<file path="src/rtl/fetch_pcgen_pkg.sv">
// Shared sizes, packet layout and FSM encodings for the fetch PC generator.
package fetch_pcgen_pkg;

  localparam int SIZE_ADDR = 32;
  localparam int SIZE_FPKT = 1 + 2*SIZE_ADDR;

  // Packet layout, MSB to LSB: {pc, pred_taken, pred_target}
  localparam int FPKT_TGT_LSB   = 0;
  localparam int FPKT_TGT_MSB   = SIZE_ADDR - 1;
  localparam int FPKT_TAKEN_BIT = SIZE_ADDR;
  localparam int FPKT_PC_LSB    = SIZE_ADDR + 1;
  localparam int FPKT_PC_MSB    = 2*SIZE_ADDR;

  typedef enum logic [1:0] {
    S_IDLE = 2'd0,
    S_RUN  = 2'd1,
    S_HOLD = 2'd2
  } fstate_e;

  typedef struct packed {
    logic [SIZE_ADDR-1:0] pc;
    logic                 pred_taken;
    logic [SIZE_ADDR-1:0] pred_target;
  } fpkt_t;

  function automatic fpkt_t fpkt_unpack(input logic [SIZE_FPKT-1:0] v);
    fpkt_t p;
    p.pc          = v[FPKT_PC_MSB:FPKT_PC_LSB];
    p.pred_taken  = v[FPKT_TAKEN_BIT];
    p.pred_target = v[FPKT_TGT_MSB:FPKT_TGT_LSB];
    return p;
  endfunction

endpackage

</file>
<file path="src/rtl/fetch_pcgen_if.sv">
// Predictor lookup, decode-side packet handshake and execute redirect.
interface fetch_pcgen_if;
  import fetch_pcgen_pkg::*;

  logic [SIZE_ADDR-1:0] ow_pc;
  logic                 iw_pred_taken;
  logic [SIZE_ADDR-1:0] iw_pred_target;
  logic                 ow_f_valid;
  logic [SIZE_ADDR-1:0] ow_f_pc;
  logic                 ow_f_pred_taken;
  logic [SIZE_ADDR-1:0] ow_f_pred_target;
  logic                 iw_f_ready;
  logic                 iw_redirect;
  logic [SIZE_ADDR-1:0] iw_redirect_pc;

  modport master (
    output ow_pc, ow_f_valid, ow_f_pc, ow_f_pred_taken, ow_f_pred_target,
    input  iw_pred_taken, iw_pred_target, iw_f_ready, iw_redirect, iw_redirect_pc
  );

  modport slave (
    input  ow_pc, ow_f_valid, ow_f_pc, ow_f_pred_taken, ow_f_pred_target,
    output iw_pred_taken, iw_pred_target, iw_f_ready, iw_redirect, iw_redirect_pc
  );

endinterface

</file>
<file path="src/rtl/fetch_pcgen_fifo.sv">
// Packet buffer: synchronous flush, push and pop together even when full.
module fetch_fifo #(
  parameter  int DEPTH = 2,
  parameter  int WIDTH = 8,
  localparam int PTR_W = $clog2(DEPTH),
  localparam int CNT_W = PTR_W + 1
) (
  input  logic             clk,
  input  logic             rst,
  input  logic             flush,
  input  logic             push,
  input  logic             pop,
  input  logic [WIDTH-1:0] wdata,
  output logic [WIDTH-1:0] rdata,
  output logic [CNT_W-1:0] count,
  output logic             full,
  output logic             empty
);

  logic [WIDTH-1:0] mem [DEPTH];
  logic [PTR_W-1:0] wr_ptr, rd_ptr;
  logic             push_ok, pop_ok;

  assign full    = (count == CNT_W'(DEPTH));
  assign empty   = (count == '0);
  assign pop_ok  = pop & ~empty;
  assign push_ok = push & (~full | pop_ok);
  assign rdata   = mem[rd_ptr];

  // Storage clears on reset so head reads zero; flush only rewinds pointers.
  always_ff @(posedge clk) begin
    if (rst) begin
      wr_ptr <= '0;
      rd_ptr <= '0;
      count  <= '0;
      for (int i = 0; i < DEPTH; i++) mem[i] <= '0;
    end else if (flush) begin
      wr_ptr <= '0;
      rd_ptr <= '0;
      count  <= '0;
    end else begin
      if (push_ok) begin
        mem[wr_ptr] <= wdata;
        wr_ptr      <= wr_ptr + PTR_W'(1);
      end
      if (pop_ok) rd_ptr <= rd_ptr + PTR_W'(1);
      count <= count + CNT_W'(push_ok) - CNT_W'(pop_ok);
    end
  end

endmodule

</file>
<file path="src/rtl/fetch_pcgen.sv">
// Fetch-stage PC generator: FSM, next-PC mux and packet buffer for decode.
// Macro FETCH_PRED_EN: when defined, the predictor's taken/target steer fetch
// and are recorded in packets; otherwise fetch is strictly sequential and
// packets carry {taken=0, target=pc+1}.
module fetch_pcgen import fetch_pcgen_pkg::*; #(
  parameter int                   FIFO_DEPTH = 2,
  parameter logic [SIZE_ADDR-1:0] RESET_PC   = '0
) (
  input logic           iw_clk,
  input logic           iw_rst,
  fetch_pcgen_if.master bus
);

  localparam int CNT_W = $clog2(FIFO_DEPTH) + 1;

  fstate_e              state;
  logic [SIZE_ADDR-1:0] r_pc, pc_inc, next_pc, pkt_target;
  logic                 pkt_taken;
  logic                 push, pop, full, empty;
  logic [CNT_W-1:0]     count, count_nxt;
  logic [SIZE_FPKT-1:0] wdata, rdata;
  fpkt_t                head;

  assign pc_inc = r_pc + SIZE_ADDR'(1);

`ifdef FETCH_PRED_EN
  assign pkt_taken  = bus.iw_pred_taken;
  assign pkt_target = bus.iw_pred_target;
  assign next_pc    = bus.iw_pred_taken ? bus.iw_pred_target : pc_inc;
`else
  logic unused_pred;
  assign unused_pred = ^{bus.iw_pred_taken, bus.iw_pred_target};
  assign pkt_taken   = 1'b0;
  assign pkt_target  = pc_inc;
  assign next_pc     = pc_inc;
`endif

  // A redirect discards any same-cycle pop or push; IDLE never pushes.
  assign pop   = ~empty & bus.iw_f_ready & ~bus.iw_redirect;
  assign push  = (state != S_IDLE) & ~bus.iw_redirect & (~full | pop);
  assign wdata = {r_pc, pkt_taken, pkt_target};

  // Occupancy after this edge decides between RUN and HOLD.
  assign count_nxt = count + CNT_W'(push) - CNT_W'(pop);

  fetch_fifo #(
    .DEPTH (FIFO_DEPTH),
    .WIDTH (SIZE_FPKT)
  ) u_fifo (
    .clk   (iw_clk),
    .rst   (iw_rst),
    .flush (bus.iw_redirect),
    .push  (push),
    .pop   (pop),
    .wdata (wdata),
    .rdata (rdata),
    .count (count),
    .full  (full),
    .empty (empty)
  );

  // Fetch FSM and PC register; PC only advances when its packet is enqueued.
  always_ff @(posedge iw_clk) begin
    if (iw_rst) begin
      state <= S_IDLE;
      r_pc  <= RESET_PC;
    end else if (bus.iw_redirect) begin
      state <= S_RUN;
      r_pc  <= bus.iw_redirect_pc;
    end else begin
      case (state)
        S_IDLE: state <= S_RUN;
        S_RUN, S_HOLD: begin
          if (push) r_pc <= next_pc;
          state <= (count_nxt == CNT_W'(FIFO_DEPTH)) ? S_HOLD : S_RUN;
        end
        default: state <= S_IDLE;
      endcase
    end
  end

  assign head                 = fpkt_unpack(rdata);
  assign bus.ow_pc            = r_pc;
  assign bus.ow_f_valid       = ~empty;
  assign bus.ow_f_pc          = head.pc;
  assign bus.ow_f_pred_taken  = head.pred_taken;
  assign bus.ow_f_pred_target = head.pred_target;

endmodule

</file>
<file path="src/flat_wrapper.sv">
// flat-port wrapper written by rule: the top's interface ports become plain ports
module fetch_pcgen_flat import fetch_pcgen_pkg::*;
#(
  parameter int                   FIFO_DEPTH = 2,
  parameter logic [SIZE_ADDR-1:0] RESET_PC   = '0
)
  (iw_clk, iw_rst, bus_ow_pc, bus_ow_f_valid, bus_ow_f_pc, bus_ow_f_pred_taken, bus_ow_f_pred_target, bus_iw_pred_taken, bus_iw_pred_target, bus_iw_f_ready, bus_iw_redirect, bus_iw_redirect_pc);
  fetch_pcgen_if bus_i ();
  input logic iw_clk;
  input logic iw_rst;
  output wire logic [$bits(bus_i.ow_pc)-1:0] bus_ow_pc;
  output wire logic [$bits(bus_i.ow_f_valid)-1:0] bus_ow_f_valid;
  output wire logic [$bits(bus_i.ow_f_pc)-1:0] bus_ow_f_pc;
  output wire logic [$bits(bus_i.ow_f_pred_taken)-1:0] bus_ow_f_pred_taken;
  output wire logic [$bits(bus_i.ow_f_pred_target)-1:0] bus_ow_f_pred_target;
  input wire logic [$bits(bus_i.iw_pred_taken)-1:0] bus_iw_pred_taken;
  input wire logic [$bits(bus_i.iw_pred_target)-1:0] bus_iw_pred_target;
  input wire logic [$bits(bus_i.iw_f_ready)-1:0] bus_iw_f_ready;
  input wire logic [$bits(bus_i.iw_redirect)-1:0] bus_iw_redirect;
  input wire logic [$bits(bus_i.iw_redirect_pc)-1:0] bus_iw_redirect_pc;
  assign bus_ow_pc = bus_i.ow_pc;
  assign bus_ow_f_valid = bus_i.ow_f_valid;
  assign bus_ow_f_pc = bus_i.ow_f_pc;
  assign bus_ow_f_pred_taken = bus_i.ow_f_pred_taken;
  assign bus_ow_f_pred_target = bus_i.ow_f_pred_target;
  assign bus_i.iw_pred_taken = bus_iw_pred_taken;
  assign bus_i.iw_pred_target = bus_iw_pred_target;
  assign bus_i.iw_f_ready = bus_iw_f_ready;
  assign bus_i.iw_redirect = bus_iw_redirect;
  assign bus_i.iw_redirect_pc = bus_iw_redirect_pc;
  fetch_pcgen #(.FIFO_DEPTH(FIFO_DEPTH), .RESET_PC(RESET_PC)) u_core (.iw_clk(iw_clk), .iw_rst(iw_rst), .bus(bus_i));
endmodule
</file>
<file path="config.mk">
export PLATFORM = sky130hd
export DESIGN_NAME = fetch_pcgen_flat
export DESIGN_NICKNAME = d
export VERILOG_FILES = /design/src/rtl/fetch_pcgen_pkg.sv /design/src/rtl/fetch_pcgen_if.sv /design/src/rtl/fetch_pcgen_fifo.sv /design/src/rtl/fetch_pcgen.sv /design/src/flat_wrapper.sv
export SDC_FILE = /design/constraint.sdc
export NUM_CORES = 1
export LEC_CHECK = 0
export BUFFER_PORTS_ARGS = -buffer_cell sky130_fd_sc_hd__buf_2
export CORE_MARGIN = 1
export CORE_UTILIZATION = 30
export CTS_BUF_LIST = sky130_fd_sc_hd__clkbuf_8
export DETAILED_ROUTE_END_ITERATION = 7
export PLACE_DENSITY = 0.45
export SLEW_MARGIN = 20
export SYNTH_ARGS = -nofsm -noshare
export SYNTH_HDL_FRONTEND = slang
export SYNTH_HIERARCHICAL = 1
export SYNTH_SLANG_ARGS = --single-unit
</file>
<file path="constraint.sdc">
create_clock -name iw_clk -period 4.05 [get_ports iw_clk]
set_input_delay 0.81 -clock iw_clk [delete_from_list [all_inputs] [get_ports iw_clk]]
set_output_delay 0.81 -clock iw_clk [all_outputs]
set_load 0.01 [all_outputs]
</file>
==> results of run 1 <==
[sequential cells by signal, summed over array words and instances (netlist names), named ones only]
register,cells
u_core/u_fifo/mem,130
u_core/u_fifo/rd_ptr,1
u_core/u_fifo/count,2
u_core/u_fifo/wr_ptr,1
u_core/bus.ow_pc,32
u_core/state,2
[critical path: stages (launching register included)]
cell,delay (ps)
dfxtp_4,1010
mux2_2,440
buf_2,150
[area by class of cell]
type	count	area [µm²]	share of cell area
Timing Repair Buffer	144	786	0.0799
Clock buffer	19	262	0.0266
Clock inverter	13	140	0.0142
Tap cell	378	473	0.0481
Multi-Input combinational cell	469	3450	0.351
Antenna cell	1	2.50	0.000254
Inverter	9	33.8	0.00343
Sequential cell	169	4690	0.476
[synth_stat cells (all sizes together) (2+ instances only)]
cell type,count,area share
a211oi,3,0.0033
a21boi,2,0.0018
a21o,2,0.0018
a21oi,37,0.022
a221oi,2,0.0021
a22oi,3,0.0027
a31oi,4,0.0030
and2,135,0.10
and3,6,0.0044
and4,7,0.0074
buf,19,0.021
clkbuf,22,0.013
dfxtp,39,0.092
edfxtp,130,0.46
ha,6,0.0089
inv,9,0.0040
mux2,65,0.087
nand2,18,0.0080
nand2b,5,0.0037
nand3,14,0.0095
nand4,14,0.015
nor2,20,0.0095
nor2b,3,0.0022
nor3,14,0.0089
nor3b,16,0.015
nor4,6,0.0070
o21a,2,0.0018
o21ai,18,0.011
o22ai,2,0.0015
o2bb2ai,9,0.0093
o31a,3,0.0031
or2,5,0.0037
or3,2,0.0015
xnor2,23,0.024
xor2,9,0.0093
[path summary, 6_finish.rpt]
| kind | startpoint | endpoint | slack (ps) | depth (start not counted) |
|---|---|---|---|---|
| hold reg to reg | u_core/u_fifo/rd_ptr | flip-flop | 550 | 2 |
| hold / removal | u_core/u_fifo/rd_ptr | flip-flop | 550 | 2 |
| setup / recovery | flip-flop | bus_ow_f_pred_target[12] | 1080 | 2 |
| setup reg to reg | u_core/u_fifo/count[1] | u_core/u_fifo/mem[0][17] | 1440 | 7 |
[per-layer routing]
metal  routed length [µm]  global-route usage  vias up
li1                     -                   -     2737
met1                10600               0.218     2797
met2                10300               0.260      141
met3                 1030              0.0282       20
met4                  306              0.0501        0
met5                    0                   0        -
[power breakdown]
group	total [mW]	leakage [nW]	switching [mW]	internal, mW
Clock	1.26	0.197	0.674	0.587
Combinational	0.294	1.96	0.171	0.122
Sequential	2.00	1.66	0.0648	1.93
[metrics by stage]
step / setup slack [ps] / hold slack, ps / cells
finish: 1080 / 551 / 1202
CTS: 996 / 551 / 1201
global placement: 969 / 538 / 1169
global route: 956 / 582 / 1201
floorplan: 329 / 520 / 689
detailed placement: 934 / 541 / 1169
[cell families after synthesis]
logic type | count (synthesis) | share of synthesized area
simple gates | 271 | 0.208
flops | 169 | 0.555
compound gates | 92 | 0.0677
mux | 66 | 0.0879
buf+inv | 51 | 0.0385
xor+xnor | 32 | 0.0332
fa+ha+maj | 6 | 0.00889
other cells | 1 | 0.000444
==> run_summary.xml, run 1 <==
<?xml version="1.0" encoding="UTF-8"?>
<metrics>
  <group name="status">
    <metric name="run_status" unit="">complete, no violations</metric>
  </group>
  <group name="final_layout">
    <metric name="post_route_cells_drive_above_1_share" unit="">0.351</metric>
    <metric name="final_cell_utilization_of_the_core" unit="">0.355</metric>
    <metric name="mostFrequentLayoutCells" unit="">133 x buf_2, 130 x edfxtp_1, 107 x and2_1</metric>
    <metric name="nets" unit="">885</metric>
    <metric name="final_common_cell" unit="">buf_2</metric>
    <metric name="final_instance_area" unit="mm²">0.00984</metric>
    <metric name="fill_cells" unit="">2803</metric>
    <metric name="area_delta_synth_final" unit="%">16.6</metric>
  </group>
  <group name="logic_synthesis">
    <metric name="post_synthesis_cell_area" unit="mm²">0.00844</metric>
    <metric name="synth-async-reset-ratio" unit="">0</metric>
    <metric name="postSynth.topFlopCell" unit="">edfxtp_1</metric>
    <metric name="ys_warn_count" unit="">6</metric>
    <metric name="synth_cells" unit="">688</metric>
    <metric name="synth_edf_count" unit="">130</metric>
    <metric name="yosys.cell_types.count" unit="">67</metric>
    <metric name="synth.yosys.seq_area_share" unit="">0.555</metric>
    <metric name="synth.ff_latch_count" unit="">169</metric>
    <metric name="post_synthesis_mean_instance_area" unit="µm²">12.3</metric>
  </group>
  <group name="grt">
    <metric name="grt_pass1_vias" unit="">5678</metric>
    <metric name="gr-usage-all-layers" unit="">0.161</metric>
    <metric name="grt-ovfl-total" unit="">0</metric>
    <metric name="grt_pass1_wl" unit="µm">34300</metric>
    <metric name="grt_start_max_net_pins" unit="">67</metric>
    <metric name="grt_antenna_before_repair" unit="">1</metric>
  </group>
  <group name="sta">
    <metric name="worst-slew-pin-transition" unit="ps">1030</metric>
    <metric name="final_max_slew_viol_count" unit="">0</metric>
    <metric name="relSlewSlack" unit="">0.313</metric>
    <metric name="clock.fmax" unit="MHz">337</metric>
    <metric name="skew" unit="ps">17.8</metric>
    <metric name="setup_repair_after_global_routing_missed_its_margin" unit="">no</metric>
    <metric name="finalWorstPathRequiredPeriod" unit="ps">2970</metric>
    <metric name="final.setup.tns" unit="ps">0</metric>
    <metric name="finalSetupViolations" unit="">0</metric>
    <metric name="post-route-period-util" unit="">0.733</metric>
    <metric name="hold_viol_final" unit="">0</metric>
  </group>
  <group name="drt">
    <metric name="dr_total_vias" unit="">5695</metric>
    <metric name="route.detailed.wl_per_inst" unit="µm">18.5</metric>
    <metric name="routed_wl" unit="µm">22200</metric>
    <metric name="detail_route.iter0.violations" unit="">339</metric>
    <metric name="remaining_drc_errors" unit="">0</metric>
    <metric name="avgViaCountPerCell" unit="">4.74</metric>
    <metric name="ant_nets" unit="">0</metric>
    <metric name="dr_pass1_iterations" unit="">5</metric>
  </group>
  <group name="run">
    <metric name="drv_cap" unit="">0</metric>
  </group>
  <group name="placed_design">
    <metric name="gp_congestion" unit="">0.691</metric>
    <metric name="io_buffer_count" unit="">133</metric>
    <metric name="placed_area" unit="mm²">0.00944</metric>
    <metric name="hpwlAfterDp" unit="µm">13400</metric>
  </group>
  <group name="die">
    <metric name="placementRows" unit="">61</metric>
    <metric name="floorplan.core_area" unit="mm²">0.0277</metric>
    <metric name="ioPinCount" unit="">167</metric>
    <metric name="die_width" unit="µm">170</metric>
    <metric name="initial_core_util" unit="">0.305</metric>
    <metric name="die_area" unit="mm²">0.0288</metric>
    <metric name="die_h" unit="µm">170</metric>
  </group>
  <group name="clock_network">
    <metric name="worstSkewPairLatency" unit="ps">470</metric>
    <metric name="cts.reportedPaths.clkPinSlew" unit="ps">100</metric>
    <metric name="tritoncts" unit="">built</metric>
    <metric name="max-clock-path-buffers" unit="">2</metric>
    <metric name="cts_hold_buf" unit="">0</metric>
    <metric name="clock-sinks" unit="">169</metric>
    <metric name="cts_buffers" unit="">17</metric>
    <metric name="cts_root_buffer" unit="">clkbuf_8</metric>
    <metric name="cts.repair.resized" unit="">0</metric>
    <metric name="post_cts_buffers" unit="">0</metric>
    <metric name="htreeDepth" unit="">4</metric>
  </group>
  <group name="setup_path">
    <metric name="crit_path_end_kind" unit="">output pin</metric>
    <metric name="crit_path_start_kind" unit="">flip-flop</metric>
    <metric name="crit_fanout" unit="">65</metric>
    <metric name="cp_data_arrival_time" unit="ps">2160</metric>
    <metric name="critPathRequiredTime" unit="ps">3240</metric>
    <metric name="path_class" unit="">reg2out</metric>
  </group>
  <group name="worst_hold_path">
    <metric name="min-delay-path-class" unit="">reg2reg</metric>
  </group>
  <group name="power_and_ir_drop">
    <metric name="power_density" unit="mW/mm²">361</metric>
    <metric name="power" unit="mW">3.55</metric>
    <metric name="max-vdd-ir-drop" unit="mV">0.145</metric>
    <metric name="power.static_leakage" unit="nW">3.82</metric>
  </group>
</metrics>
Note: power is estimated with default switching activity, not from simulation.
==> run 2: changes to the inputs <==
--- a/config.mk
+++ b/config.mk
@@ -5,6 +5,7 @@
 export SDC_FILE = /design/constraint.sdc
 export NUM_CORES = 1
 export LEC_CHECK = 0
+export ABC_AREA = 1
 export BUFFER_PORTS_ARGS = -buffer_cell sky130_fd_sc_hd__buf_2
 export CORE_MARGIN = 1
 export CORE_UTILIZATION = 30
==> constraint.sdc (replaced) <==
create_clock -name iw_clk -period 2.92 [get_ports iw_clk]
set_input_delay 0.584 -clock iw_clk [delete_from_list [all_inputs] [get_ports iw_clk]]
set_output_delay 0.584 -clock iw_clk [all_outputs]
set_load 0.01 [all_outputs]
==> run_summary.xml, run 2 <==
<?xml version="1.0" encoding="UTF-8"?>
<metrics>
  <group name="worst_hold_path">
    <metric name="min-delay-path-class" unit="">in2reg</metric>
    <metric name="worstHoldPathCells" unit="">3</metric>
    <metric name="hold_start" unit="">bus_iw_redirect_pc[1]</metric>
    <metric name="timing.hold.worst_endpoint" unit="">u_core/bus.ow_pc[1]</metric>
  </group>
  <group name="sta">
    <metric name="skew" unit="ps">10.3</metric>
    <metric name="hold_viol_final" unit="">0</metric>
    <metric name="relSlewSlack" unit="">0.588</metric>
    <metric name="post-route-period-util" unit="">0.891</metric>
    <metric name="setup_repair_after_global_routing_missed_its_margin" unit="">no</metric>
    <metric name="clock.fmax" unit="MHz">384</metric>
    <metric name="finalSetupViolations" unit="">0</metric>
    <metric name="worst-slew-pin-transition" unit="ps">616</metric>
    <metric name="final.setup.tns" unit="ps">0</metric>
    <metric name="finalWorstPathRequiredPeriod" unit="ps">2600</metric>
    <metric name="final_max_slew_viol_count" unit="">0</metric>
    <metric name="post-route-worst-setup-slack" unit="ps">318</metric>
  </group>
  <group name="grt">
    <metric name="grt-ovfl-total" unit="">0</metric>
    <metric name="grt_start_max_net_pins" unit="">66</metric>
    <metric name="grt_pass1_wl" unit="µm">35700</metric>
    <metric name="gr-usage-all-layers" unit="">0.166</metric>
    <metric name="grt_antenna_before_repair" unit="">0</metric>
    <metric name="grt_pass1_vias" unit="">6043</metric>
  </group>
  <group name="setup_path">
    <metric name="path_class" unit="">reg2out</metric>
    <metric name="critPathBufInv" unit="">2</metric>
    <metric name="r2r.worst_path.cells" unit="">7</metric>
    <metric name="reg2reg_from" unit="">u_core/u_fifo/count[1]</metric>
    <metric name="critPathRequiredTime" unit="ps">2340</metric>
    <metric name="cp_data_arrival_time" unit="ps">2020</metric>
    <metric name="r2r-end" unit="">u_core/u_fifo/mem[1][35]</metric>
    <metric name="crit_fanout" unit="">37</metric>
    <metric name="worst-r2r-setup-slack" unit="ps">690</metric>
    <metric name="slowest_delay" unit="ps">680</metric>
    <metric name="ordered_list_of_cells_on_the_worst_path" unit="">buf_12, mux2_2, buf_2</metric>
    <metric name="crit_path_end_kind" unit="">output pin</metric>
    <metric name="crit_path_start_kind" unit="">flip-flop</metric>
    <metric name="path_depth" unit="">3</metric>
    <metric name="cp_slowest_cell" unit="">dfxtp_2</metric>
    <metric name="worst_path_dominant_cell_family" unit="">flip-flops</metric>
  </group>
  <group name="final_layout">
    <metric name="final_common_cell" unit="">nand2_1</metric>
    <metric name="finish.cell_count_without_fillers" unit="">1436</metric>
    <metric name="area_delta_synth_final" unit="%">18.0</metric>
    <metric name="post_route_cells_drive_above_1_share" unit="">0.282</metric>
    <metric name="registers.top_by_ff_count" unit="">u_core/u_fifo/mem</metric>
    <metric name="final_cell_utilization_of_the_core" unit="">0.361</metric>
    <metric name="nets" unit="">1120</metric>
    <metric name="mostFrequentLayoutCells" unit="">191 x nand2_1, 162 x nor2_1, 134 x inv_1</metric>
    <metric name="antenna-diode-count" unit="">0</metric>
    <metric name="number_of_flip_flops_under_the_largest_register_name" unit="">130</metric>
  </group>
  <group name="clock_network">
    <metric name="worstSkewPairLatency" unit="ps">470</metric>
    <metric name="cts_root_buffer" unit="">clkbuf_8</metric>
    <metric name="htreeDepth" unit="">4</metric>
    <metric name="post_cts_buffers" unit="">0</metric>
    <metric name="cts.reportedPaths.clkPinSlew" unit="ps">100</metric>
    <metric name="cts_buffers" unit="">17</metric>
    <metric name="cts.repair.resized" unit="">0</metric>
    <metric name="tritoncts" unit="">built</metric>
    <metric name="cts_hold_buf" unit="">0</metric>
    <metric name="max-clock-path-buffers" unit="">2</metric>
    <metric name="clock-sinks" unit="">169</metric>
  </group>
  <group name="power_and_ir_drop">
    <metric name="power_density" unit="mW/mm²">505</metric>
    <metric name="max-vdd-ir-drop" unit="mV">0.236</metric>
    <metric name="power.static_leakage" unit="nW">4.18</metric>
  </group>
  <group name="die">
    <metric name="die_width" unit="µm">171</metric>
    <metric name="die_h" unit="µm">171</metric>
    <metric name="placementRows" unit="">61</metric>
    <metric name="die_area" unit="mm²">0.0292</metric>
    <metric name="ioPinCount" unit="">167</metric>
    <metric name="initial_core_util" unit="">0.306</metric>
    <metric name="floorplan.core_area" unit="mm²">0.0279</metric>
  </group>
  <group name="logic_synthesis">
    <metric name="synth_common_cells" unit="">193 x nand2_1, 162 x nor2_1, 134 x inv_1, 130 x edfxtp_1, 65 x mux2_2</metric>
    <metric name="synth.ff_latch_count" unit="">169</metric>
    <metric name="synth_largest_area_cell" unit="">edfxtp_1</metric>
    <metric name="synth-async-reset-ratio" unit="">0</metric>
    <metric name="ys_warn_count" unit="">6</metric>
    <metric name="synth_cells" unit="">911</metric>
    <metric name="synth.yosys.seq_area_share" unit="">0.548</metric>
    <metric name="netlist.area_leader.share" unit="">0.457</metric>
    <metric name="postSynth.topFlopCell" unit="">edfxtp_1</metric>
    <metric name="top_cells_by_area_in_the_synthesized_netlist" unit="">edfxtp_1 46%, dfxtp_1 9.1%, mux2_2 8.6%</metric>
    <metric name="post-synth-top-count-cell" unit="">nand2_1</metric>
    <metric name="post_synthesis_mean_instance_area" unit="µm²">9.39</metric>
    <metric name="synth_edf_count" unit="">130</metric>
    <metric name="synth_fp_nets" unit="">986</metric>
    <metric name="post_synthesis_cell_area" unit="mm²">0.00855</metric>
    <metric name="yosys.cell_types.count" unit="">35</metric>
  </group>
  <group name="placed_design">
    <metric name="place.detailed.instances" unit="">1404</metric>
    <metric name="io_buffer_count" unit="">133</metric>
    <metric name="detailedPlace.worstSlack" unit="ps">528</metric>
    <metric name="hpwlAfterDp" unit="µm">16100</metric>
    <metric name="gp_congestion" unit="">0.826</metric>
  </group>
  <group name="drt">
    <metric name="detail_route.iter0.violations" unit="">319</metric>
    <metric name="dr_total_vias" unit="">6274</metric>
    <metric name="ant_nets" unit="">0</metric>
    <metric name="avgViaCountPerCell" unit="">4.37</metric>
    <metric name="routed_wl" unit="µm">23600</metric>
    <metric name="route.detailed.wl_per_inst" unit="µm">16.4</metric>
    <metric name="remaining_drc_errors" unit="">0</metric>
    <metric name="dr_pass1_iterations" unit="">5</metric>
  </group>
  <group name="status">
    <metric name="run_status" unit="">complete, no violations</metric>
  </group>
  <group name="run">
    <metric name="drv_cap" unit="">0</metric>
  </group>
</metrics>
[run 2: cell types whose count changed in the layout (fill, tap and decap cells not counted), sizes merged, moves of 7 or more]
| cell | previous run | this run |
|---|---|---|
| nand2 | 18 | 203 |
| nor2 | 20 | 187 |
| inv | 14 | 147 |
| and2 | 135 | 4 |
| nand3 | 14 | 38 |
| xnor2 | 23 | 2 |
| nor3b | 16 | 0 |
| nand4 | 14 | 1 |
| nor3 | 14 | 1 |
| o21ai | 18 | 5 |
| a21oi | 37 | 26 |
| o2bb2ai | 9 | 0 |
| and4 | 7 | 0 |
[run 2: area by class of cell]
type	instances	area, µm²
Fill cell	2950	17800
Sequential cell	169	4690
Multi-Input combinational cell	568	3130
Timing Repair Buffer	150	868
Inverter	139	522
Tap cell	378	473
Clock buffer	17	234
Clock inverter	15	181
[run 2: stage by stage]
step	total power, mW	cell area, µm²	hold slack, ps
after floorplan	3.12	8560	467
after global placement	3.37	9670	482
after detailed placement	3.37	9670	493
after CTS	5.16	10100	370
after global routing	5.32	10100	384
final	5.10	10100	391
[run 2: kinds of logic after synthesis]
kind of cell | count (synthesis) | synth area share
AO/OA/AOI/OAI | 38 | 0.0240
AND/OR/NAND/NOR | 441 | 0.222
adder cells (fa/ha/maj) | 6 | 0.00878
buffers and inverters | 174 | 0.0878
XOR/XNOR | 17 | 0.0236
flip-flops | 169 | 0.548
multiplexers | 65 | 0.0856
other | 1 | 0.000439
[run 2: metal layers]
metal,GRT usage,share of wire
met1,0.232,0.49
met2,0.264,0.46
met3,0.0291,0.039
met4,0.0450,0.014
met5,0,0
[run 2: worst max path at each step]
stage                                from                        to  slack [ps]
final                           flip-flop           bus_ow_f_pc[28]         320
after global routing            flip-flop            bus_ow_f_pc[7]         190
after CTS                       flip-flop   bus_ow_f_pred_target[6]         240
after detailed placement  bus_iw_redirect  u_core/u_fifo/mem[1][11]         530
after global placement    bus_iw_redirect  u_core/u_fifo/mem[1][11]         590
after floorplan           bus_iw_redirect   u_core/u_fifo/mem[0][0]          80
[run 2: power breakdown]
group / switching (mW) / leakage, nW / total [mW] / internal, mW
logic: 0.340 / 2.31 / 0.532 / 0.192
registers: 0.0837 / 1.67 / 2.77 / 2.69
clock network: 0.995 / 0.204 / 1.79 / 0.796
total: 1.42 / 4.18 / 5.10 / 3.68
[run 2: tightest hold or removal path: stages]
cell,delay (ps)
buf_2,110
nand2_1,50
a31oi_1,70
